**src/rtl/alu_pkg.sv**
```systemverilog
// Shared op codes, FSM state encoding and op classification helpers for the
// multi-cycle execute-stage ALU.
package alu_pkg;

    localparam logic [3:0] ALU_AND   = 4'b0000;
    localparam logic [3:0] ALU_OR    = 4'b0001;
    localparam logic [3:0] ALU_ADD   = 4'b0010;
    localparam logic [3:0] ALU_XOR   = 4'b0011;
    localparam logic [3:0] ALU_SRA   = 4'b0100;
    localparam logic [3:0] ALU_SLTU  = 4'b0101;
    localparam logic [3:0] ALU_SUB   = 4'b0110;
    localparam logic [3:0] ALU_SLT   = 4'b0111;
    localparam logic [3:0] ALU_SLL   = 4'b1000;
    localparam logic [3:0] ALU_SRL   = 4'b1001;
    localparam logic [3:0] ALU_MULT  = 4'b1010;
    localparam logic [3:0] ALU_MULTU = 4'b1011;
    localparam logic [3:0] ALU_NOR   = 4'b1100;
    localparam logic [3:0] ALU_DIV   = 4'b1101;
    localparam logic [3:0] ALU_DIVU  = 4'b1110;
    localparam logic [3:0] ALU_RSVD  = 4'b1111;

    // Datapath mode of the shared iterative core
    localparam logic MODE_MUL = 1'b0;
    localparam logic MODE_DIV = 1'b1;

    typedef enum logic [1:0] {
        ST_IDLE = 2'd0,
        ST_MUL  = 2'd1,
        ST_DIV  = 2'd2,
        ST_DONE = 2'd3
    } state_t;

    function automatic logic is_muldiv(input logic [3:0] op);
        return (op == ALU_MULT) || (op == ALU_MULTU) || (op == ALU_DIV) || (op == ALU_DIVU);
    endfunction

    function automatic logic is_div(input logic [3:0] op);
        return (op == ALU_DIV) || (op == ALU_DIVU);
    endfunction

    function automatic logic is_signed_op(input logic [3:0] op);
        return (op == ALU_MULT) || (op == ALU_DIV);
    endfunction

endpackage

```
**src/rtl/alu_muldiv_core.sv**
```systemverilog
// Shared radix-2 datapath: shift-add multiply and restoring divide on operand
// magnitudes. One step is taken on the start edge and one per following cycle;
// done rises once WIDTH steps are complete, with sign fixup applied to hi/lo.
module alu_muldiv_core
    import alu_pkg::*;
#(
    parameter int WIDTH = 32
) (
    input  logic             clk,
    input  logic             rst_n,
    input  logic             abort,
    input  logic             start,
    input  logic             mode,
    input  logic             is_signed,
    input  logic [WIDTH-1:0] a,
    input  logic [WIDTH-1:0] b,
    output logic             done,
    output logic [WIDTH-1:0] hi,
    output logic [WIDTH-1:0] lo
);

    localparam int CNT_W = $clog2(WIDTH) + 1;
    localparam logic [CNT_W-1:0] LAST = CNT_W'(WIDTH);

    logic             busy;
    logic [CNT_W-1:0] cnt;
    logic             div_p0;
    logic             neg_lo_p0;
    logic             neg_hi_p0;
    logic [WIDTH-1:0] acc_p0;
    logic [WIDTH-1:0] quo_p0;
    logic [WIDTH-1:0] opb_p0;
    logic [WIDTH-1:0] a_mag;
    logic [WIDTH-1:0] b_mag;

    function automatic logic [WIDTH-1:0] negate(input logic [WIDTH-1:0] v);
        return ~v + WIDTH'(1);
    endfunction

    function automatic logic [WIDTH-1:0] magnitude(input logic [WIDTH-1:0] v, input logic sgn);
        return (sgn && v[WIDTH-1]) ? negate(v) : v;
    endfunction

    // One radix-2 step. Multiply: acc:quo is the partial product, quo shifts out
    // multiplier bits. Divide: acc is the partial remainder, quo shifts the
    // dividend out and quotient bits in.
    function automatic logic [2*WIDTH-1:0] step(input logic div,
                                                input logic [WIDTH-1:0] acc,
                                                input logic [WIDTH-1:0] quo,
                                                input logic [WIDTH-1:0] opb);
        logic [WIDTH:0] sum;
        logic [WIDTH:0] shifted;
        logic [WIDTH:0] diff;
        sum     = {1'b0, acc} + {1'b0, (quo[0] ? opb : {WIDTH{1'b0}})};
        shifted = {acc, quo[WIDTH-1]};
        diff    = shifted - {1'b0, opb};
        if (div) begin
            if (diff[WIDTH])
                return {shifted[WIDTH-1:0], quo[WIDTH-2:0], 1'b0};
            else
                return {diff[WIDTH-1:0], quo[WIDTH-2:0], 1'b1};
        end
        return {sum, quo[WIDTH-1:1]};
    endfunction

    assign a_mag = magnitude(a, is_signed);
    assign b_mag = magnitude(b, is_signed);
    assign done  = busy && (cnt == LAST);

    // Iteration control: counts completed steps, cleared on abort or reset
    always_ff @(posedge clk) begin
        if (!rst_n) begin
            busy <= 1'b0;
            cnt  <= '0;
        end else if (abort) begin
            busy <= 1'b0;
            cnt  <= '0;
        end else if (start) begin
            busy <= 1'b1;
            cnt  <= CNT_W'(1);
        end else if (busy) begin
            if (cnt == LAST) begin
                busy <= 1'b0;
                cnt  <= '0;
            end else begin
                cnt <= cnt + 1'b1;
            end
        end
    end

    // Datapath registers: first step folded into the load, then one step per cycle
    always_ff @(posedge clk) begin
        if (start) begin
            div_p0            <= mode;
            neg_lo_p0         <= is_signed && (a[WIDTH-1] ^ b[WIDTH-1]);
            neg_hi_p0         <= is_signed && a[WIDTH-1];
            opb_p0            <= b_mag;
            {acc_p0, quo_p0}  <= step(mode == MODE_DIV, '0, a_mag, b_mag);
        end else if (busy && (cnt != LAST)) begin
            {acc_p0, quo_p0}  <= step(div_p0 == MODE_DIV, acc_p0, quo_p0, opb_p0);
        end
    end

    // Sign fixup: product negated as a whole; quotient and remainder separately
    always_comb begin
        logic [2*WIDTH-1:0] prod;
        prod = {acc_p0, quo_p0};
        hi   = acc_p0;
        lo   = quo_p0;
        if (div_p0 == MODE_DIV) begin
            lo = neg_lo_p0 ? negate(quo_p0) : quo_p0;
            hi = neg_hi_p0 ? negate(acc_p0) : acc_p0;
        end else if (neg_lo_p0) begin
            prod = ~prod + (2*WIDTH)'(1);
            hi   = prod[2*WIDTH-1:WIDTH];
            lo   = prod[WIDTH-1:0];
        end
    end

endmodule

```
**src/rtl/alu_multicycle.sv**
```systemverilog
// Execute-stage ALU with valid/ready handshakes. Single-cycle ops register
// their result on the accept edge; mul/div run through alu_muldiv_core.
module alu_multicycle
    import alu_pkg::*;
#(
    parameter int WIDTH   = 32,
    parameter int SHAMT_W = $clog2(WIDTH)
) (
    input  logic             clk,
    input  logic             rst_n,
    input  logic             in_valid,
    output logic             in_ready,
    input  logic [WIDTH-1:0] operand1,
    input  logic [WIDTH-1:0] operand2,
    input  logic [3:0]       alu_control,
    input  logic             flush,
    output logic             out_valid,
    input  logic             out_ready,
    output logic [WIDTH-1:0] result,
    output logic [WIDTH-1:0] hi,
    output logic             zero,
    output logic             overflow,
    output logic             div_by_zero
);

    state_t                   state;
    logic                     accept;
    logic                     core_done;
    logic [WIDTH-1:0]         core_hi;
    logic [WIDTH-1:0]         core_lo;
    logic [WIDTH-1:0]         alu_res;
    logic                     alu_ovf;
    logic [WIDTH-1:0]         a_p0;
    logic                     dbz_p0;
    logic signed [WIDTH-1:0]  a_s;
    logic signed [WIDTH-1:0]  b_s;
    logic [SHAMT_W-1:0]       shamt;

    // Signed overflow of a + b_eff, where b_eff is already inverted for SUB
    function automatic logic add_overflow(input logic [WIDTH-1:0] a,
                                          input logic [WIDTH-1:0] b_eff,
                                          input logic [WIDTH-1:0] res);
        return (a[WIDTH-1] == b_eff[WIDTH-1]) && (res[WIDTH-1] != a[WIDTH-1]);
    endfunction

    assign a_s      = operand1;
    assign b_s      = operand2;
    assign shamt    = operand1[SHAMT_W-1:0];
    assign in_ready = (state == ST_IDLE) || ((state == ST_DONE) && out_ready);
    assign accept   = in_valid && in_ready && !flush;

    alu_muldiv_core #(.WIDTH(WIDTH)) u_core (
        .clk       (clk),
        .rst_n     (rst_n),
        .abort     (flush),
        .start     (accept && is_muldiv(alu_control)),
        .mode      (is_div(alu_control) ? MODE_DIV : MODE_MUL),
        .is_signed (is_signed_op(alu_control)),
        .a         (operand1),
        .b         (operand2),
        .done      (core_done),
        .hi        (core_hi),
        .lo        (core_lo)
    );

    // Single-cycle op results, evaluated directly on the presented operands
    always_comb begin
        alu_res = '0;
        alu_ovf = 1'b0;
        case (alu_control)
            ALU_AND:  alu_res = operand1 & operand2;
            ALU_OR:   alu_res = operand1 | operand2;
            ALU_XOR:  alu_res = operand1 ^ operand2;
            ALU_NOR:  alu_res = ~(operand1 | operand2);
            ALU_ADD: begin
                alu_res = operand1 + operand2;
                alu_ovf = add_overflow(operand1, operand2, alu_res);
            end
            ALU_SUB: begin
                alu_res = operand1 - operand2;
                alu_ovf = add_overflow(operand1, ~operand2, alu_res);
            end
            ALU_SLT:  alu_res = {{(WIDTH-1){1'b0}}, (a_s < b_s)};
            ALU_SLTU: alu_res = {{(WIDTH-1){1'b0}}, (operand1 < operand2)};
            ALU_SLL:  alu_res = operand2 << shamt;
            ALU_SRL:  alu_res = operand2 >> shamt;
            ALU_SRA:  alu_res = $unsigned(b_s >>> shamt);
            default:  alu_res = '0;
        endcase
    end

    // Operands needed after accept: divide-by-zero reports the dividend on hi
    always_ff @(posedge clk) begin
        if (accept) begin
            a_p0   <= operand1;
            dbz_p0 <= (operand2 == '0);
        end
    end

    // Control FSM with registered result, hi and flags
    always_ff @(posedge clk) begin
        if (!rst_n) begin
            state       <= ST_IDLE;
            out_valid   <= 1'b0;
            result      <= '0;
            hi          <= '0;
            zero        <= 1'b0;
            overflow    <= 1'b0;
            div_by_zero <= 1'b0;
        end else if (flush) begin
            state     <= ST_IDLE;
            out_valid <= 1'b0;
        end else begin
            case (state)
                ST_IDLE, ST_DONE: begin
                    if (accept) begin
                        if (is_muldiv(alu_control)) begin
                            state     <= is_div(alu_control) ? ST_DIV : ST_MUL;
                            out_valid <= 1'b0;
                        end else begin
                            state       <= ST_DONE;
                            out_valid   <= 1'b1;
                            result      <= alu_res;
                            hi          <= '0;
                            // reserved code reports every flag low
                            zero        <= (alu_control != ALU_RSVD) && (alu_res == '0);
                            overflow    <= alu_ovf;
                            div_by_zero <= 1'b0;
                        end
                    end else if ((state == ST_DONE) && out_ready) begin
                        state     <= ST_IDLE;
                        out_valid <= 1'b0;
                    end
                end
                ST_MUL, ST_DIV: begin
                    if (core_done) begin
                        state     <= ST_DONE;
                        out_valid <= 1'b1;
                        overflow  <= 1'b0;
                        // divide by zero still runs the core so latency stays uniform
                        if ((state == ST_DIV) && dbz_p0) begin
                            result      <= '1;
                            hi          <= a_p0;
                            zero        <= 1'b0;
                            div_by_zero <= 1'b1;
                        end else begin
                            result      <= core_lo;
                            hi          <= core_hi;
                            zero        <= (core_lo == '0);
                            div_by_zero <= 1'b0;
                        end
                    end
                end
                default: state <= ST_IDLE;
            endcase
        end
    end

endmodule

```
**config.mk**
```make
export PLATFORM = sky130hd
export DESIGN_NAME = alu_multicycle
export DESIGN_NICKNAME = d
export VERILOG_FILES = /design/src/rtl/alu_pkg.sv /design/src/rtl/alu_muldiv_core.sv /design/src/rtl/alu_multicycle.sv
export SDC_FILE = /design/constraint.sdc
export NUM_CORES = 1
export LEC_CHECK = 0
export ABC_AREA = 1
export ABC_CLOCK_PERIOD_IN_PS = 5600
export CAP_MARGIN = 20
export CELL_PAD_IN_SITES_DETAIL_PLACEMENT = 0
export CELL_PAD_IN_SITES_GLOBAL_PLACEMENT = 1
export CORE_MARGIN = 8
export CORE_UTILIZATION = 44
export DETAILED_ROUTE_END_ITERATION = 7
export PLACE_DENSITY = 0.81
export SLEW_MARGIN = 25
export SYNTH_ARGS = -nofsm -noshare
export SYNTH_HDL_FRONTEND = slang
export SYNTH_SLANG_ARGS = --single-unit
```
**constraint.sdc**
```tcl
create_clock -name clk -period 5.6 [get_ports clk]
set_input_delay 1.12 -clock clk [delete_from_list [all_inputs] [get_ports clk]]
set_output_delay 1.12 -clock clk [all_outputs]
set_load 0.01 [all_outputs]
```
## Word level (Yosys, flattened, before mapping)

Cells that the tools add are included.

| operators by class | value |
|---|---|
| reductions and logical operators | 33 |
| bitwise operators | 12 |
| add/subtract/negate cells | 11 |
| eq/ne operators | 28 |
| muxes and demuxes | 69 |
| $lt $le $gt $ge | 2 |
| shift operators | 3 |

Operator list:

| kind | count |
|---|---|
| $mux 32 | 22 |
| $mux 64 | 6 |
| $pmux 32 s11 | 1 |
| $not 32->32 | 5 |
| $add 32x1->32 const B | 4 |
| $pmux 32 s2 | 2 |
| $logic_not 32->1 | 3 |
| $add 64x1->64 const B | 1 |
| $lt 32x32->1 | 2 |
| $not 64->64 | 1 |
| $add 32x32->33 | 1 |
| $sub 1x32->33 | 1 |
| $sub 33x32->33 | 1 |
| $add 32x32->32 | 1 |
| $and 32x32->32 | 1 |
| $or 32x32->32 | 1 |
| $shl 32x5->32 | 1 |
| $shr 32x5->32 | 1 |
| $sshr 32x5->32 | 1 |
| $sub 32x32->32 | 1 |
| $xor 32x32->32 | 1 |
| $eq 4x4->1 const B | 7 |
| $mux 1 | 26 |
| $eq 4x3->1 const B | 4 |
| other kinds (28) | 63 |

| word-level totals | value |
|---|---|
| word-level logic and storage cells | 176 |
| input port bits | 73 |
| output and inout port bits | 69 |
| flip-flop bits (word level) | 209 |

## Longest topological paths before layout

| logic depth | value |
|---|---|
| depth in word-level cells | 10 |
| mapped depth | 25 |
| depth with buffers taken out | 23 |

## Modules after synthesis

A second synthesis with hierarchy kept.

| second synthesis, totals | value |
|---|---|
| cells, all modules | 5,395 |
| area total of the unflattened synthesis | 30,319.1 um2 |

By module, submodules not included:

| module | sequential area each (um2) | area each (um2) | times used | cells each |
|---|---|---|---|---|
| alu_multicycle | 2,392.3 | 15,199.6 | 1 | 2,859 |
| alu_muldiv_core | 3,113.0 | 15,119.5 | 1 | 2,536 |

## Worst setup path after synthesis

OpenSTA, ideal clock, no wires.

| timing path | value |
|---|---|
| path kind | input to register |
| start point | input alu_control[0] |
| end point | register u_core.acc_p0[0], enable pin |
| library setup time | 0.423 ns |
| buffers on the path | 2 |
| cell stages on the path | 9 |
| data required time | 5.177 ns |
| data arrival time | 3.889 ns |
| setup slack | 1.288 ns |
| cells stage by stage | inv_1 > nand2_1 > a21oi_2 > inv_2 > a21oi_1 > inv_1 > clkbuf_1 > clkbuf_1 > nand2_1 |

| on the way | value |
|---|---|
| longest elaborated chain between the ends | 6 |
| elaborated cells on any way between the ends | 9 |
| classes of those cells | 4 x eq/ne; 5 x reduce/logical |

RTL lines:

| item | line | text |
|---|---|---|
| from (decl) | alu_multicycle.sv:15 | `input logic [3:0] alu_control,` |
| $eq 4x4->1 | alu_pkg.sv:34 | `return (op == ALU_MULT) \|\| (op == ALU_MULTU) \|\| (op == ALU_DIV) \|\| (op == ALU_DIVU);` |
| $logic_or 1x1->1 (2 in series) | alu_pkg.sv:34 |  |
| $logic_or 1x1->1 * | alu_pkg.sv:34 |  |
| $logic_and 1x1->1 * | alu_multicycle.sv:56 | `.start (accept && is_muldiv(alu_control)),` |
| $reduce_bool 2->1 (no line) * | - |  |
| to (signal assigned) | alu_muldiv_core.sv:98 | `{acc_p0, quo_p0} <= step(mode == MODE_DIV, '0, a_mag, b_mag);` |
| to (signal assigned) | alu_muldiv_core.sv:100 | `{acc_p0, quo_p0} <= step(div_p0 == MODE_DIV, acc_p0, quo_p0, opb_p0);` |
| to (decl) | alu_muldiv_core.sv:30 | `logic [WIDTH-1:0] acc_p0;` |

Every way passes the cells marked *; elsewhere a longest branch is shown, timed or not.
A chain may end at the register's enable or synchronous reset.

## Worst setup path after layout

| timing path | value |
|---|---|
| start point | input operand2[8] |
| end point | register zero |

| on the way | value |
|---|---|
| longest elaborated chain between the ends | 8 |
| elaborated cells on any way between the ends | 17 |
| classes of those cells | 2 x add/sub; 2 x order compare; 3 x shift; 4 x mux; 4 x bitwise; 2 x reduce/logical |

RTL lines:

| item | line | text |
|---|---|---|
| from (decl) | alu_multicycle.sv:14 | `input logic [WIDTH-1:0] operand2,` |
| branches (longest 2 deep; another with $sub 32x32->32) | - |  |
| $pmux 32 s11 * | alu_multicycle.sv:70 | `case (alu_control)` |
| $logic_not 32->1 * | alu_multicycle.sv:126 | `zero <= (alu_control != ALU_RSVD) && (alu_res == '0);` |
| $logic_and 1x1->1 * | alu_multicycle.sv:126 |  |
| $mux 1 * | alu_multicycle.sv:117 | `if (is_muldiv(alu_control)) begin` |
| $mux 1 * | alu_multicycle.sv:116 | `if (accept) begin` |
| $pmux 1 s2 * | alu_multicycle.sv:114 | `case (state)` |
| to (signal assigned) | alu_multicycle.sv:126 |  |
| to (signal assigned) | alu_multicycle.sv:149 | `zero <= (core_lo == '0);` |
| to (decl) | alu_multicycle.sv:21 | `output logic zero,` |

Mark *: on every way between the ends. The select of a mux whose other input is x is not followed.

==> metrics.md <==
| Metric | Value |
|---|---|
| Max transition margin | `0.2325` |
| CP Class | `in2reg` |
| CTS Buffer Depth | `3` |
| Hold path depth | `2` |
| CP max-delay cell | `clkdlybuf4s50_1` |
| Syn nets | `5225` |
| Critical path fanouts, max | `8` |
| I/O Buffers | `between 100 and 150` |
| Worst-Margin Slew | `between 1 and 1.5 ns` |
| Syn Inst Count | `4973` |
| Min Tclk post-route | `slightly below 5 ns` |
| Placer Congestion | `about 1.1` |
| Pre-antenna DRT Iters | `6` |
| Worst R2R Path Depth | `16` |
| Count leader, synth | `nand2_1` |
| CTS tree | `yes` |
| CP bufs+invs | `2` |
| Post-DR wirelength/cell | `roughly 27 um` |
| DRT iter0 DRCs | `around 5000` |
| Total congestion overflow | `0` |
| Final setup fails | `0` |
| Flop-to-flop setup slack | `1.39 ns` |
| Post-Syn Area | `~29000 um2` |
| Crit path max-delay family | `simple AND/OR/NAND/NOR gates` |
| First-pass GRT wire length | `roughly 230000 um` |
| Core ar. | `about 64000 um2` |
| Share of layout cells above drive strength 1 | `0.05912` |
| RSZ-0062 raised after global routing | `false` |
| Final hold viol count | `0` |
| Hold path start | `hi[21]` |
| Vias | `between 30000 and 40000` |
| Post-synth top area cell | `nand2_1` |
| P&R area growth vs syn | `13.52%` |
| Drt total wl | `159600 um` |
| Crit-path cells | `clkdlybuf4s50_1 > inv_1 > ha_1 > nand2_1 > nor2_1 > nand3_1 > nand3_1 > nand2_1 > nand3_1 > nand2_1 > nand3_1 > nand3_1 > nor2_1 > nand2_1 > nor3_1 > nand2_1 > a21oi_1` |
| Setup TNS | `0 ns` |
| Full die area | `73650 um2` |
| CP arrival | `5.30 ns` |
| Clk root buf | `clkbuf_16` |
| Fmax | `approximately 210 MHz` |
| Die W | `roughly 270 um` |
| Outcome | `finished, final reports clean` |
| Main synth FF type | `edfxtp_1` |
| Worst R2R Start | `u_core.quo_p0[31]` |
| Cell Rows | `93` |
| Tot GR Track Use | `0.4082` |
| Clock sinks | `about 210` |
| Buffer count from post-CTS setup fixing | `0` |
| Peak supply drop | `196.8 uV` |
| Crit path capture type | `flop` |
| Top cells by count, synth | `nand2_1 (1446), inv_1 (602), nand3_1 (600), nor2_1 (583), a21oi_1 (275)` |
| Cell variety after synth | `66` |
| Nets | `about 5400` |
| Crit start category | `primary input` |
| Die height | `~270 um` |
| Vias in the first global route | `33244` |
| Cts hold-fix bufs | `0` |
| Boundary Pins | `around 140` |
| Final ANT Viol Nets | `0` |
| Ys async rst share | `0` |
| Sequential share of the synthesized area | `0.1918` |
| Largest net degree at the start of global routing | `about 70` |
| Worst min path class | `reg2reg` |
| Final Util | `0.5053` |
| Hold worst-path end | `hi[21]` |
| Max-slew violation count | `0` |
| #FFs+latches synth | `about 210` |
| Pleak | `roughly 16 nW` |
| Vias per inst | `~6.0` |
| Clock Skew | `~0.033 ns` |
| Residual DRC | `0` |
| Layout Cells excl Fill | `6002` |
| # resized after CTS | `0` |
| CP Data Required Time | `slightly above 6 ns` |
| Pwr Density | `178.3 nW/um2` |
| Total CTS buffers | `24` |
| Top cells by area, synth | `nand2_1 (19%), edfxtp_1 (14%), nand3_1 (10%)` |
| Initial cell density of the core | `0.4452` |
| Post-DP HPWL | `130500 um` |
| Top cell type's share of synthesized area | `0.1891` |
| Setup ws final | `between 0.7 and 0.8 ns` |
| Yosys Warn Count | `0` |
| Initial antenna violation count | `8` |
| Post-Syn Area per Cell | `between 5 and 6 um2` |
| Max cap viols | `0` |
| Final Cycle Share | `0.8595` |
| Post-synth EDFFs | `roughly 130` |
| Worst skew pair latency | `approximately 0.56 ns` |
| Max stage delay on crit path | `roughly 0.72 ns` |
| Clock Pin Slew Worst Setup and Hold Paths | `roughly 0.060 ns` |
| Reg2reg end | `u_core.acc_p0[23]` |
| H-tree depth | `1` |
| Setup WS pre-CTS | `0.4571 ns` |
| Placed instance count | `slightly below 6000` |
## metal layers
metal	GRT usage	share of wire	vias up
li1	-	-	16692
met1	0.5087	0.38	16694
met2	0.6208	0.42	2345
met3	0.07719	0.11	520
met4	0.3091	0.092	4
met5	0	0.00017	-
## stage by stage
step | hold WS (ns) | power (W) | area [um2]
after global placement | 0.4524 | 0.003997 | 31730
after detailed placement | 0.4555 | 0.003991 | 31730
after floorplan | 0.4632 | 0.003030 | 28700
after global routing | 0.4880 | 0.005983 | 32570
final | 0.4629 | 0.005809 | 32580
after CTS | 0.4649 | 0.005699 | 32560
## cells by family after synthesis
| group | Yosys count | share of synthesized area |
|---|---|---|
| AND/OR/NAND/NOR | 2870 | 0.4223 |
| buffers and inverters | 803 | 0.1074 |
| AO/OA/AOI/OAI | 789 | 0.1597 |
| flip-flops | 209 | 0.1918 |
| adder cells (fa/ha/maj) | 179 | 0.07909 |
| XOR/XNOR | 122 | 0.03933 |
| multiplexers | 1 | 0.0003488 |
## worst max path at each step
stage / slack, ns / from / cells past startpoint / to
finish: 0.79 / operand2[8] / 17 / zero
global route: 0.73 / operand1[13] / 16 / zero
global placement: 0.45 / operand1[6] / 17 / zero
CTS: 1.03 / operand1[6] / 17 / zero
floorplan: 1.29 / alu_control[0] / 9 / u_core.acc_p0[0]
detailed placement: 0.46 / operand1[6] / 17 / zero
## where the power goes
| part | switching [W] | internal [W] |
|---|---|---|
| Combinational | 0.00161 | 0.000661 |
| Clock | 0.000745 | 0.000992 |
| Sequential | 0.0000804 | 0.00172 |
## worst register-to-register path, stage by stage, from the launching register on
cell and delay, ns:
edfxtp_1 0.53, inv_1 0.17, ha_1 0.24, fa_1 0.42
o21ai_0 0.53, a21oi_1 0.28, inv_1 0.13, a21oi_1 0.13
nand3b_1 0.22, nand2_1 0.11, nand2_1 0.05, nand2_1 0.40
nand2_1 0.24, nand3_1 0.24, nand2_1 0.10, nor2_1 0.09
a21oi_1 0.05
## state kept, by name, summed over array words and instances (netlist names), 2 cells and up
name / cells
hi: 32
state: 2
u_core.cnt: 6
u_core.acc_p0: 32
u_core.opb_p0: 32
u_core.quo_p0: 32
result: 32
a_p0: 32
## cell usage in the layout (no fill, tap or decap), drive strengths merged, types with 62 or more instances in the layout
cell           instances
a21oi                276
nand4                 63
clkdlybuf4s50        138
xor2                 101
buf                  175
ha                   175
nand2               1459
o21ai                284
nor3                  81
edfxtp               132
o211ai                62
inv                  614
nand3                604
nor2                 600
dfxtp                 77
## cell type report
class | instances | area, um2
inverter | 615 | 2308
sequential | 209 | 5505
timing repair buffer | 313 | 2713
clock inverter | 13 | 163.9
antenna | 5 | 12.51
fill | 6990 | 31890
clock buffer | 31 | 668.1
tap | 855 | 1070
multi-input combinational | 3961 | 20140
Power figures use the tool's default switching activity.
